==> src/rtl/rr_arbiter8_if.sv <==
// rtl/rr_arbiter8_if.sv - request/grant bundle between eight requesters and the arbiter
//   req       : request vector, bit i = requester i
//   gnt       : one-hot grant
//   gnt_idx   : binary index of current or most recent owner
//   gnt_valid : high when gnt is nonzero
//   preempt   : one-cycle pulse when an owner loses its grant by timeout
interface rr_arbiter8_if;
  logic [7:0] req;
  logic [7:0] gnt;
  logic [2:0] gnt_idx;
  logic       gnt_valid;
  logic       preempt;

  modport master (
    output req,
    input  gnt, gnt_idx, gnt_valid, preempt
  );

  modport slave (
    input  req,
    output gnt, gnt_idx, gnt_valid, preempt
  );
endinterface

==> src/rtl/rr_arbiter8.sv <==
// rtl/rr_arbiter8.sv - 8-way round-robin arbiter with hold timeout and preemption
//   clk : clock, rising edge
//   rst : asynchronous active-high reset
//   bus : rr_arbiter8_if.slave (req in; gnt, gnt_idx, gnt_valid, preempt out, all registered)
module rr_arbiter8 #(
  parameter int unsigned MAX_HOLD = 16
) (
  input  logic          clk,
  input  logic          rst,
  rr_arbiter8_if.slave  bus
);

  typedef enum logic {IDLE, GRANT} state_t;

  localparam logic [7:0] HOLD_LIMIT = 8'(MAX_HOLD - 1);

  state_t     r_state;
  logic [7:0] r_gnt;
  logic [2:0] r_gnt_idx;
  logic       r_gnt_valid;
  logic       r_preempt;
  logic [7:0] r_hold;
  logic [2:0] r_last_owner;

  logic [2:0] w_win_idx;
  logic       w_win_found;
  logic       w_owner_req;
  logic       w_others_req;

  // Search starts just after the last owner so it ends up with lowest priority.
  always_comb begin
    logic [2:0] v_cand;
    w_win_idx   = 3'd0;
    w_win_found = 1'b0;
    v_cand      = 3'd0;
    for (int k = 1; k < 9; k++) begin
      v_cand = r_last_owner + k[2:0];
      if (!w_win_found && bus.req[v_cand]) begin
        w_win_idx   = v_cand;
        w_win_found = 1'b1;
      end
    end
  end

  // In GRANT, r_gnt_idx is the current owner and r_gnt is its one-hot mask.
  assign w_owner_req  = bus.req[r_gnt_idx];
  assign w_others_req = |(bus.req & ~r_gnt);

  always_ff @(posedge clk or posedge rst) begin
    if (rst) begin
      r_state      <= IDLE;
      r_gnt        <= 8'h00;
      r_gnt_idx    <= 3'd0;
      r_gnt_valid  <= 1'b0;
      r_preempt    <= 1'b0;
      r_hold       <= 8'd0;
      r_last_owner <= 3'd7;
    end else begin
      case (r_state)
        IDLE: begin
          r_preempt <= 1'b0;
          if (w_win_found) begin
            r_state      <= GRANT;
            r_gnt        <= 8'd1 << w_win_idx;
            r_gnt_idx    <= w_win_idx;
            r_gnt_valid  <= 1'b1;
            r_hold       <= 8'd0;
            r_last_owner <= w_win_idx;
          end
        end
        GRANT: begin
          if (!w_owner_req) begin
            // A release wins over a coincident timeout: no preempt pulse.
            r_state     <= IDLE;
            r_gnt       <= 8'h00;
            r_gnt_valid <= 1'b0;
            r_preempt   <= 1'b0;
          end else if (r_hold == HOLD_LIMIT && w_others_req) begin
            r_state     <= IDLE;
            r_gnt       <= 8'h00;
            r_gnt_valid <= 1'b0;
            r_preempt   <= 1'b1;
          end else begin
            r_preempt <= 1'b0;
            if (r_hold != HOLD_LIMIT) begin
              r_hold <= r_hold + 8'd1;
            end
          end
        end
        default: begin
          r_state <= IDLE;
        end
      endcase
    end
  end

  assign bus.gnt       = r_gnt;
  assign bus.gnt_idx   = r_gnt_idx;
  assign bus.gnt_valid = r_gnt_valid;
  assign bus.preempt   = r_preempt;

endmodule

==> src/flat_wrapper.sv <==
// flat-port wrapper written by rule: the top's interface ports become plain ports
module rr_arbiter8_flat 
#(
  parameter int unsigned MAX_HOLD = 16
)
  (clk, rst, bus_req, bus_gnt, bus_gnt_idx, bus_gnt_valid, bus_preempt);
  rr_arbiter8_if bus_i ();
  input  logic clk;
  input  logic rst;
  input wire logic [$bits(bus_i.req)-1:0] bus_req;
  output wire logic [$bits(bus_i.gnt)-1:0] bus_gnt;
  output wire logic [$bits(bus_i.gnt_idx)-1:0] bus_gnt_idx;
  output wire logic [$bits(bus_i.gnt_valid)-1:0] bus_gnt_valid;
  output wire logic [$bits(bus_i.preempt)-1:0] bus_preempt;
  assign bus_i.req = bus_req;
  assign bus_gnt = bus_i.gnt;
  assign bus_gnt_idx = bus_i.gnt_idx;
  assign bus_gnt_valid = bus_i.gnt_valid;
  assign bus_preempt = bus_i.preempt;
  rr_arbiter8 #(.MAX_HOLD(MAX_HOLD)) u_core (.clk(clk), .rst(rst), .bus(bus_i));
endmodule
==> config.mk <==
export PLATFORM = sky130hd
export DESIGN_NAME = rr_arbiter8_flat
export DESIGN_NICKNAME = d
export VERILOG_FILES = /design/src/rtl/rr_arbiter8_if.sv /design/src/rtl/rr_arbiter8.sv /design/src/flat_wrapper.sv
export SDC_FILE = /design/constraint.sdc
export NUM_CORES = 1
export LEC_CHECK = 0
export CAP_MARGIN = 20
export CORE_AREA = 2 2 82 84
export DETAILED_ROUTE_END_ITERATION = 8
export DIE_AREA = 0 0 84 86
export PLACE_DENSITY = 0.49
export SKIP_LAST_GASP = 1
export SLEW_MARGIN = 30
export SYNTH_ARGS = -nofsm -noshare
export SYNTH_HDL_FRONTEND = slang
export SYNTH_SLANG_ARGS = --single-unit
==> constraint.sdc <==
create_clock -name clk -period 10.12 [get_ports clk]
set_clock_uncertainty 0.05 [all_clocks]
set_input_delay 1.012 -clock clk [delete_from_list [all_inputs] [get_ports clk]]
set_output_delay 1.012 -clock clk [all_outputs]
set_load 0.005 [all_outputs]
==> Yosys cells after proc, flatten, opt, wreduce, memory -nomap -nowiden <==
Index checks and enable logic that the tools add are counted.
{ "word_totals": {"ff_bits": 25, "in_bits": 10, "out_inout_bits": 13} }
{ "op_classes": {"n_eq_ne": 7, "n_lt_le_gt_ge": 9, "mux": 54, "bitwise": 3, "reduce_logical": 19, "n_addsub": 8, "shifts": 1} }
{ "op_table": {"columns": ["cell", "n"], "rows": [
  ["$mux 8", 7],
  ["$lt 3x4->1 const B", 9],
  ["$pmux 8 s2", 2],
  ["$bmux 1 s3", 9],
  ["$mux 1", 25],
  ["$mux 3", 8],
  ["$add 3x3->3 const B", 4],
  ["$add 8x1->8 const B", 1],
  ["$and 8x8->8", 1],
  ["$eq 8x4->1 const B", 1],
  ["$logic_and 1x1->1", 8],
  ["$ne 8x4->1 const B", 1],
  ["$not 8->8", 1],
  ["$reduce_or 8->1", 1],
  ["$shl 1x3->8 const A", 1],
  ["$logic_not 1->1", 7],
  ["$add 3x2->3 const B", 2],
  ["$ne 2x2->1 const B", 3],
  ["$pmux 1 s2", 3],
  ["$reduce_and 2->1", 2],
  ["$reduce_and 4->1", 1],
  ["$add 3x1->3 const B", 1],
  ["$ne 3x3->1 const B", 1],
  ["$ne 2x1->1 const B", 1],
  ["$not 1->1", 1]
]} }

==> Logic depth before layout (Yosys ltp) <==
Gate-level depths: netlist (run 1).
{ "logic_depth": {"depth_word": 28, "mapped_depth": 13, "mapped_depth_nobuf": 9} }

==> Worst setup path before layout (run 1) <==
Ideal clock, no wire load.
{ "synth_timing": {"kind": "register to register", "from": "register u_core.r_last_owner[1]", "to": "register u_core.r_gnt[0] (netlist: u_core.bus.gnt[0])", "required_ps": 9948, "path_buffers": 3, "path_slack_ps": 6878, "arrival_ps": 3070, "stages_incl_launch_ff": 13, "cell_sequence": "dfstp_2 -> buf_6 -> inv_1 -> ha_1 -> buf_2 -> buf_2 -> mux2i_1 -> nand2_1 -> o221a_2 -> nor4b_4 -> nor2_2 -> a221o_1 -> a32o_1"} }
{ "synth_via": {"elab_chain_len": 28, "word_cells_on_any_way": 58} }
{ "synth_lines": {"columns": ["item", "line", "rtl"], "rows": [
  ["from (decl)", "rr_arbiter8.sv:23", "logic [2:0] r_last_owner;"],
  ["from (signal assigned)", "rr_arbiter8.sv:68", "r_last_owner <= w_win_idx;"],
  ["$add 3x1->3", "rr_arbiter8.sv:37", "v_cand = r_last_owner + k[2:0];"],
  ["$bmux 1 s3", "rr_arbiter8.sv:38", "if (!w_win_found && bus.req[v_cand]) begin"],
  ["$mux 1 (not written as such)", "rr_arbiter8.sv:38", null],
  ["$mux 1", "rr_arbiter8.sv:38", null],
  ["$logic_not 1->1", "rr_arbiter8.sv:38", null],
  ["$logic_and 1x1->1", "rr_arbiter8.sv:38", null],
  ["$mux 1", "rr_arbiter8.sv:38", null],
  ["$logic_not 1->1", "rr_arbiter8.sv:38", null],
  ["[12 not listed]", null, null],
  ["$logic_and 1x1->1", "rr_arbiter8.sv:38", null],
  ["$mux 1", "rr_arbiter8.sv:38", null],
  ["$logic_not 1->1", "rr_arbiter8.sv:38", null],
  ["$logic_and 1x1->1", "rr_arbiter8.sv:38", null],
  ["$mux 3", "rr_arbiter8.sv:38", null],
  ["$shl 1x3->8", "rr_arbiter8.sv:64", "r_gnt <= 8'd1 << w_win_idx;"],
  ["$mux 8", "rr_arbiter8.sv:62", "if (w_win_found) begin"],
  ["$pmux 8 s2", "rr_arbiter8.sv:59", "case (r_state)"],
  ["to (signal assigned)", "rr_arbiter8.sv:64", null],
  ["to (decl)", "rr_arbiter8.sv:18", "logic [7:0] r_gnt;"]
]} }
Parallel ways exist; a longest one is shown, timed or not. The select of a mux whose other input is x is not followed.
A chain may end at the register's enable or synchronous reset.

==> Final worst setup path (run 1) <==
{ "layout_timing": {"from": "register u_core.r_last_owner[0]", "to": "register u_core.r_gnt[3] (netlist: u_core.bus.gnt[3])"} }
Same word-level chain as after synthesis.

==> results of run 1 <==
-- sequential cells by signal (all words and copies together) (netlist names) --
| signal | cells |
|---|---|
| u_core.bus.gnt | 8 |
| u_core.r_hold | 8 |
| u_core.bus.gnt_idx | 3 |
| u_core.r_last_owner | 3 |
| u_core.bus.gnt_valid | 1 |
| u_core.bus.preempt | 1 |
| u_core.r_state | 1 |
-- final timing paths --
kind / start / slack, ps / depth (start not counted) / to
max in group asynchronous: rst / 8610 / 2 / u_core.r_last_owner[0]
setup reg to reg: u_core.r_last_owner[0] / 5860 / 10 / u_core.bus.gnt[3]
hold / removal: u_core.bus.gnt_valid / 460 / 1 / u_core.bus.gnt_valid
setup / recovery: u_core.r_last_owner[0] / 5860 / 10 / u_core.bus.gnt[3]
hold reg to reg: u_core.bus.gnt_valid / 460 / 1 / u_core.bus.gnt_valid
min in group asynchronous: rst / 1040 / 2 / u_core.bus.gnt[0]
-- Yosys cell counts (5+ instances only) --
cell type,count
o21ai_0,10
a21oi_1,17
xor2_1,7
o22ai_1,5
nand2_1,10
a32o_1,8
nand3_1,5
mux2i_1,15
dfrtp_1,22
mux2_2,6
nor2_1,18
mux4_2,7
inv_1,14
-- worst register-to-register path, stage by stage, from the launching register on --
cell and delay (ps):
dfstp_2 860, inv_1 180, ha_1 780, mux2i_1 360, mux2i_1 130, o221a_2 350
nor4b_4 460, a31oi_1 140, buf_4 230, nor2b_1 450, a32o_1 200
-- kinds of logic after synthesis --
family,count (synthesis),share of synthesized area [%]
AND/OR/NAND/NOR,61,15.6
AO/OA/AOI/OAI,60,19.7
multiplexers,33,23.0
buffers and inverters,27,6.55
flip-flops,25,29.4
XOR/XNOR,9,4.04
adder cells (fa/ha/maj),3,1.75
-- metal layers --
metal	vias to the layer above	wire length (um)	share of wire [%]
met4	0	51	0.93
met2	48	2510	46
met5	-	0	0
met1	847	2670	49
li1	854	-	-
met3	4	236	4.3
-- layout make-up --
type                       instances  area, um2
clock buffer                       3       41.3
clock inverter                     1       5.00
fill                             643       3850
inverter                          14       52.6
multi-input combinational        166       1370
sequential                        25        629
tap                               77       96.3
timing repair buffer              23        228
-- power groups by stage --
stage	Sequential, uW	Combinational, uW	Clock (uW)
floorplan	159	595	0
global placement	201	692	0
detailed placement	199	685	0
CTS	198	688	61.9
global route	205	758	65.8
finish	197	689	60.9
-- metrics by stage --
| stage | cells | total power (uW) |
|---|---|---|
| floorplan | 218 | 754 |
| global placement | 305 | 893 |
| detailed placement | 305 | 884 |
| CTS | 309 | 948 |
| global route | 309 | 1030 |
| finish | 309 | 947 |
==> impl_results.md, run 1 <==
- Status: finished, final reports clean
- Gr usage total: 15.3%
- WS Path Type: reg2reg
- Pleak: approximately 0.0010 uW
- Synth top area share: between 20 and 30%
- Switching fraction of total power: between 40% and 50%
- I/O pin total: 23
- Sequential fraction of the synthesis area: between 20% and 30%
- DR iter-0 viols: 84
- Most frequent cells in the layout: clkdlybuf4s50_1, dfrtp_1, nor2_1, a21oi_1, mux2i_1
- Distinct cells, synth: 54
- Routed wire length: approximately 5500 um
- Comb power frac: between 70 and 80%
- Net Sw Power: ~470 uW
- Port Buf Inserts: 22
- Met1 usage: 21.7%
- Placed inst area: roughly 2400 um2
- Ordered cell list for the critical path: inv_1, ha_1, mux2i_1, mux2i_1, o221a_2, nor4b_4, a31oi_1, buf_4, nor2b_1, a32o_1
- Fin. Hold Viols: 0
- Worst-Margin Slew: roughly 690 ps
- Most frequent CP cell: mux2i_1
- Cts hold-fix bufs: 0
- Seq cells post-synth: 25
- Setup TNS: 0 ps
- CP endpoint kind: flop
- # resized after CTS: 0
- CP Data Required Time: ~10,000 ps
- Die width: between 80 and 90 um
- Final worst slack: 5860 ps
- Area grow syn2layout: 13.2%
- Cell Area, Synth: 2140 um2
- Tmin final: 4260 ps
- Syn Inst Count: roughly 220
- Sequential fraction of design power: between 20% and 30%
- PD cells: between 300 and 400 nW/um2
- Met2 Usage GRT: around a quarter
- WP buf/inv: 2
- GR Util met3: under 10%
- Routed len/inst: 17.7 um
- Max Root-Sink Buffers: 2
- Worst setup SP type: flop
- Die height: around 86 um
- Max incr delay on CP: 860 ps
- Final instance area: between 2000 and 2500 um2
- Top FF cell, synth: dfrtp_1
- # diodes: 0
- Fmax: between 0.2 and 0.25 GHz
- Routability cong.: between 0.8 and 0.9
- H-tree levels: 1
- Final Util: just under 40%
- Top fanout value on the critical path: 26
- RSZ-0062 raised after global routing: no
- Finish-stage setup viols: 0
- Delay-heaviest family, CP: simple AND/OR/NAND/NOR gates
- CTS tree: built
- Worst path arrival time: 4420 ps
- Vias in the first global route: ~1,700
- CTS Buf Count: 3
- Worst path slowest cell: dfstp_2
- Clock power frac: roughly 6.4%
- Core box area: 6280 um2
- Clock latency on the worst-skew pair: 270 ps
- Clk slew on worst S/H paths: around 90 ps
- Avg Cell Area, Syn: slightly below 10 um2
- Slew Limit Fails: 0
- Routed vias/inst: between 5 and 6
- Crit share post-route: between 40% and 50%
- 1st-pass router iterations: 4
- Clk sinks: 25
- Initial antenna violation count: 0
- Root Driver: clkbuf_8
- Synth async-reset ratio: 100%
- First-pass GRT wire length: a little under 9000 um
- Vias: between 1,500 and 2,000
- Dpl hpwl: 3890 um
- Post-place setup slack: a little under 6000 ps
- Post-CTS setup buffer count: 0
- Relative slew slack: about 54%
- Final net count: 246
- Internal cell power: 476 uW
- Antenna Nets Post-Route: 0
- DR DRC count: 0
- Overflow after GRT: 0
- Most area-hungry cell type in the Yosys netlist: dfrtp_1
- VDD IR max: roughly 0.17 mV
- Gr busiest metal: met2
- Synth Net Count: roughly 230
- Row cnt: 29
- Synthesis Warnings: 0
- Die Area: a little over 7000 um2
- EDFF count, synth: 0
- HP Class: reg2reg
- Pin count of the biggest net entering global routing: 27
- Hold slack: 461 ps
- Top cells by area, synth: dfrtp_1, mux4_2, mux2i_1, a21oi_1, a32o_1
- Layout cells sized above 1: around 14%
- Max-capacitance violation count: 0
- Starting Density: 34.1%
No activity file was read; power rests on OpenSTA's default activity.
==> run 2: changes to the inputs <==
==> constraint.sdc (replaced) <==
create_clock -name clk -period 4.2 [get_ports clk]
set_clock_uncertainty 0.05 [all_clocks]
set_input_delay 0.42 -clock clk [delete_from_list [all_inputs] [get_ports clk]]
set_output_delay 0.42 -clock clk [all_outputs]
set_load 0.005 [all_outputs]
==> run 2 against run 1 <==
  * Sequential power up 110%
  * Via count grew 2.6%
  * Total power increased by 150%
  * Largest cell class unchanged
  * Highest routed layer unchanged
  * Worst setup slack got worse by 5300 ps
  * Combinational power grew to 2.6 times the previous value
==> impl_results.md, run 2 (synthesized netlist as in run 1, its figures left out) <==
- 1st-pass router iterations: 4
- I/O pin total: 23
- Final Util: 39.0%
- VDD IR max: around 0.34 mV
- # diodes: 0
- Die width: 84 um
- Worst path slowest cell: dfstp_2
- CP Data Required Time: ~4400 ps
- Tmin final: 3630 ps
- Status: finished, final reports clean
- Ordered cell list for the critical path: inv_1, ha_1, buf_4, mux4_2, mux2_2, o221a_1, o41ai_1, a21boi_2, a21oi_1, a32o_1
- DR iter-0 viols: 92
- Internal cell power: approximately 1200 uW
- Cts hold-fix bufs: 0
- Net Sw Power: roughly 1200 uW
- Starting Density: approximately a third
- Gr usage total: 15.9%
- Gr busiest metal: met2
- RSZ-0062 raised after global routing: no
- Vias in the first global route: 1,766
- GR Util met3: approximately 1.7%
- Antenna Nets Post-Route: 0
- Top fanout value on the critical path: 12
- Layout cells sized above 1: roughly 15%
- # resized after CTS: 0
- PD cells: 950 nW/um2
- Relative slew slack: around 55%
- Clk sinks: 25
- Hold slack: between 400 and 500 ps
- Post-CTS setup buffer count: 0
- Met1 usage: roughly 22%
- Fmax: 0.275 GHz
- Routed len/inst: around 18 um
- Pleak: around 0.001 uW
- DR DRC count: 0
- Final net count: 250
- Overflow after GRT: 0
- Comb power frac: between 70% and 80%
- Row cnt: 29
- HP Class: in2async
- WS Path Type: reg2reg
- Worst-Margin Slew: roughly 660 ps
- Setup TNS: 0 ps
- Vias: between 1,500 and 2,000
- Routability cong.: 0.834
- Slew Limit Fails: 0
- Crit share post-route: a little under 90%
- Worst path arrival time: between 3000 and 4000 ps
- Worst setup SP type: flop
- Clock power frac: roughly 6.2%
- Max-capacitance violation count: 0
- Dpl hpwl: between 4000 and 5000 um
- Initial antenna violation count: 0
- H-tree levels: 1
- First-pass GRT wire length: 9200 um
- Port Buf Inserts: 22
- Sequential fraction of design power: between 10% and 20%
- Die Area: 7220 um2
- Finish-stage setup viols: 0
- WP buf/inv: 2
- CTS tree: built
- Pin count of the biggest net entering global routing: 26
- Max incr delay on CP: ~670 ps
- Die height: approximately 86 um
- Clock latency on the worst-skew pair: 270 ps
- Routed vias/inst: 5.74
- Routed wire length: between 5000 and 6000 um
- Fin. Hold Viols: 0
- CP endpoint kind: flop
- Core box area: 6280 um2
- Max Root-Sink Buffers: 2
- Switching fraction of total power: about half
- Area grow syn2layout: 14.6%
- Most frequent cells in the layout: clkdlybuf4s50_1, dfrtp_1, nor2_1, a21oi_1, mux2i_1
- Delay-heaviest family, CP: compound AO/OA/AOI/OAI gates
- CTS Buf Count: 3
- Clk slew on worst S/H paths: 90 ps
- Met2 Usage GRT: about 26%
- Root Driver: clkbuf_8
[run 2: cell count changes in the layout (fill, tap and decap cells not counted)]
cell / delta
clkinv_2: -1
clkbuf_1: +1
buf_4: +4
[run 2: power by group through the flow]
stage	logic [uW]	clock network, uW	registers (uW)
after global placement	1790	0	420
after CTS	1770	152	414
after global routing	1930	161	427
after floorplan	1430	0	384
final	1770	145	413
after detailed placement	1750	0	418
[run 2: worst paths after layout]
| path | endpoint | start | cells past startpoint | slack (ps) |
|---|---|---|---|---|
| hold reg to reg | u_core.bus.gnt_valid | u_core.bus.gnt_valid | 1 | 450 |
| setup / recovery | u_core.bus.gnt[1] | u_core.r_last_owner[0] | 10 | 570 |
| min in group clk | u_core.bus.gnt_valid | u_core.bus.gnt_valid | 1 | 450 |
| hold / removal | u_core.bus.gnt[5] | rst | 2 | 450 |
| setup reg to reg | u_core.bus.gnt[1] | u_core.r_last_owner[0] | 10 | 570 |
| max in group asynchronous | u_core.r_last_owner[1] | rst | 2 | 3280 |
[run 2: cell type report]
class,instances,area [um2]
timing repair buffer,27,258
tap,77,96.3
inverter,14,52.6
sequential,25,629
clock buffer,4,45.0
fill,630,3830
multi-input combinational,166,1370
[run 2: worst register-to-register path: cells and delay by family (launching register included)]
family / cells / cell delay, ps
buffers and inverters: 2 / 390
AO/OA/AOI/OAI: 5 / 1160
multiplexers: 2 / 860
adder cells (fa/ha/maj): 1 / 450
flip-flops: 1 / 670
[run 2: layer usage]
| layer | part of all wire (%) | wire (um) |
|---|---|---|
| met1 | 47 | 2620 |
| met2 | 45 | 2530 |
| met3 | 6.5 | 363 |
| met4 | 2.1 | 116 |
| met5 | 0 | 0 |
[run 2: metrics by stage]
step	instance area [um2]	cells	setup slack [ps]	total power, uW
final	2450	313	569	2330
after detailed placement	2410	309	635	2170
after global placement	2410	309	605	2210
after global routing	2450	313	267	2510
after floorplan	2140	218	958	1820
after CTS	2450	313	600	2330
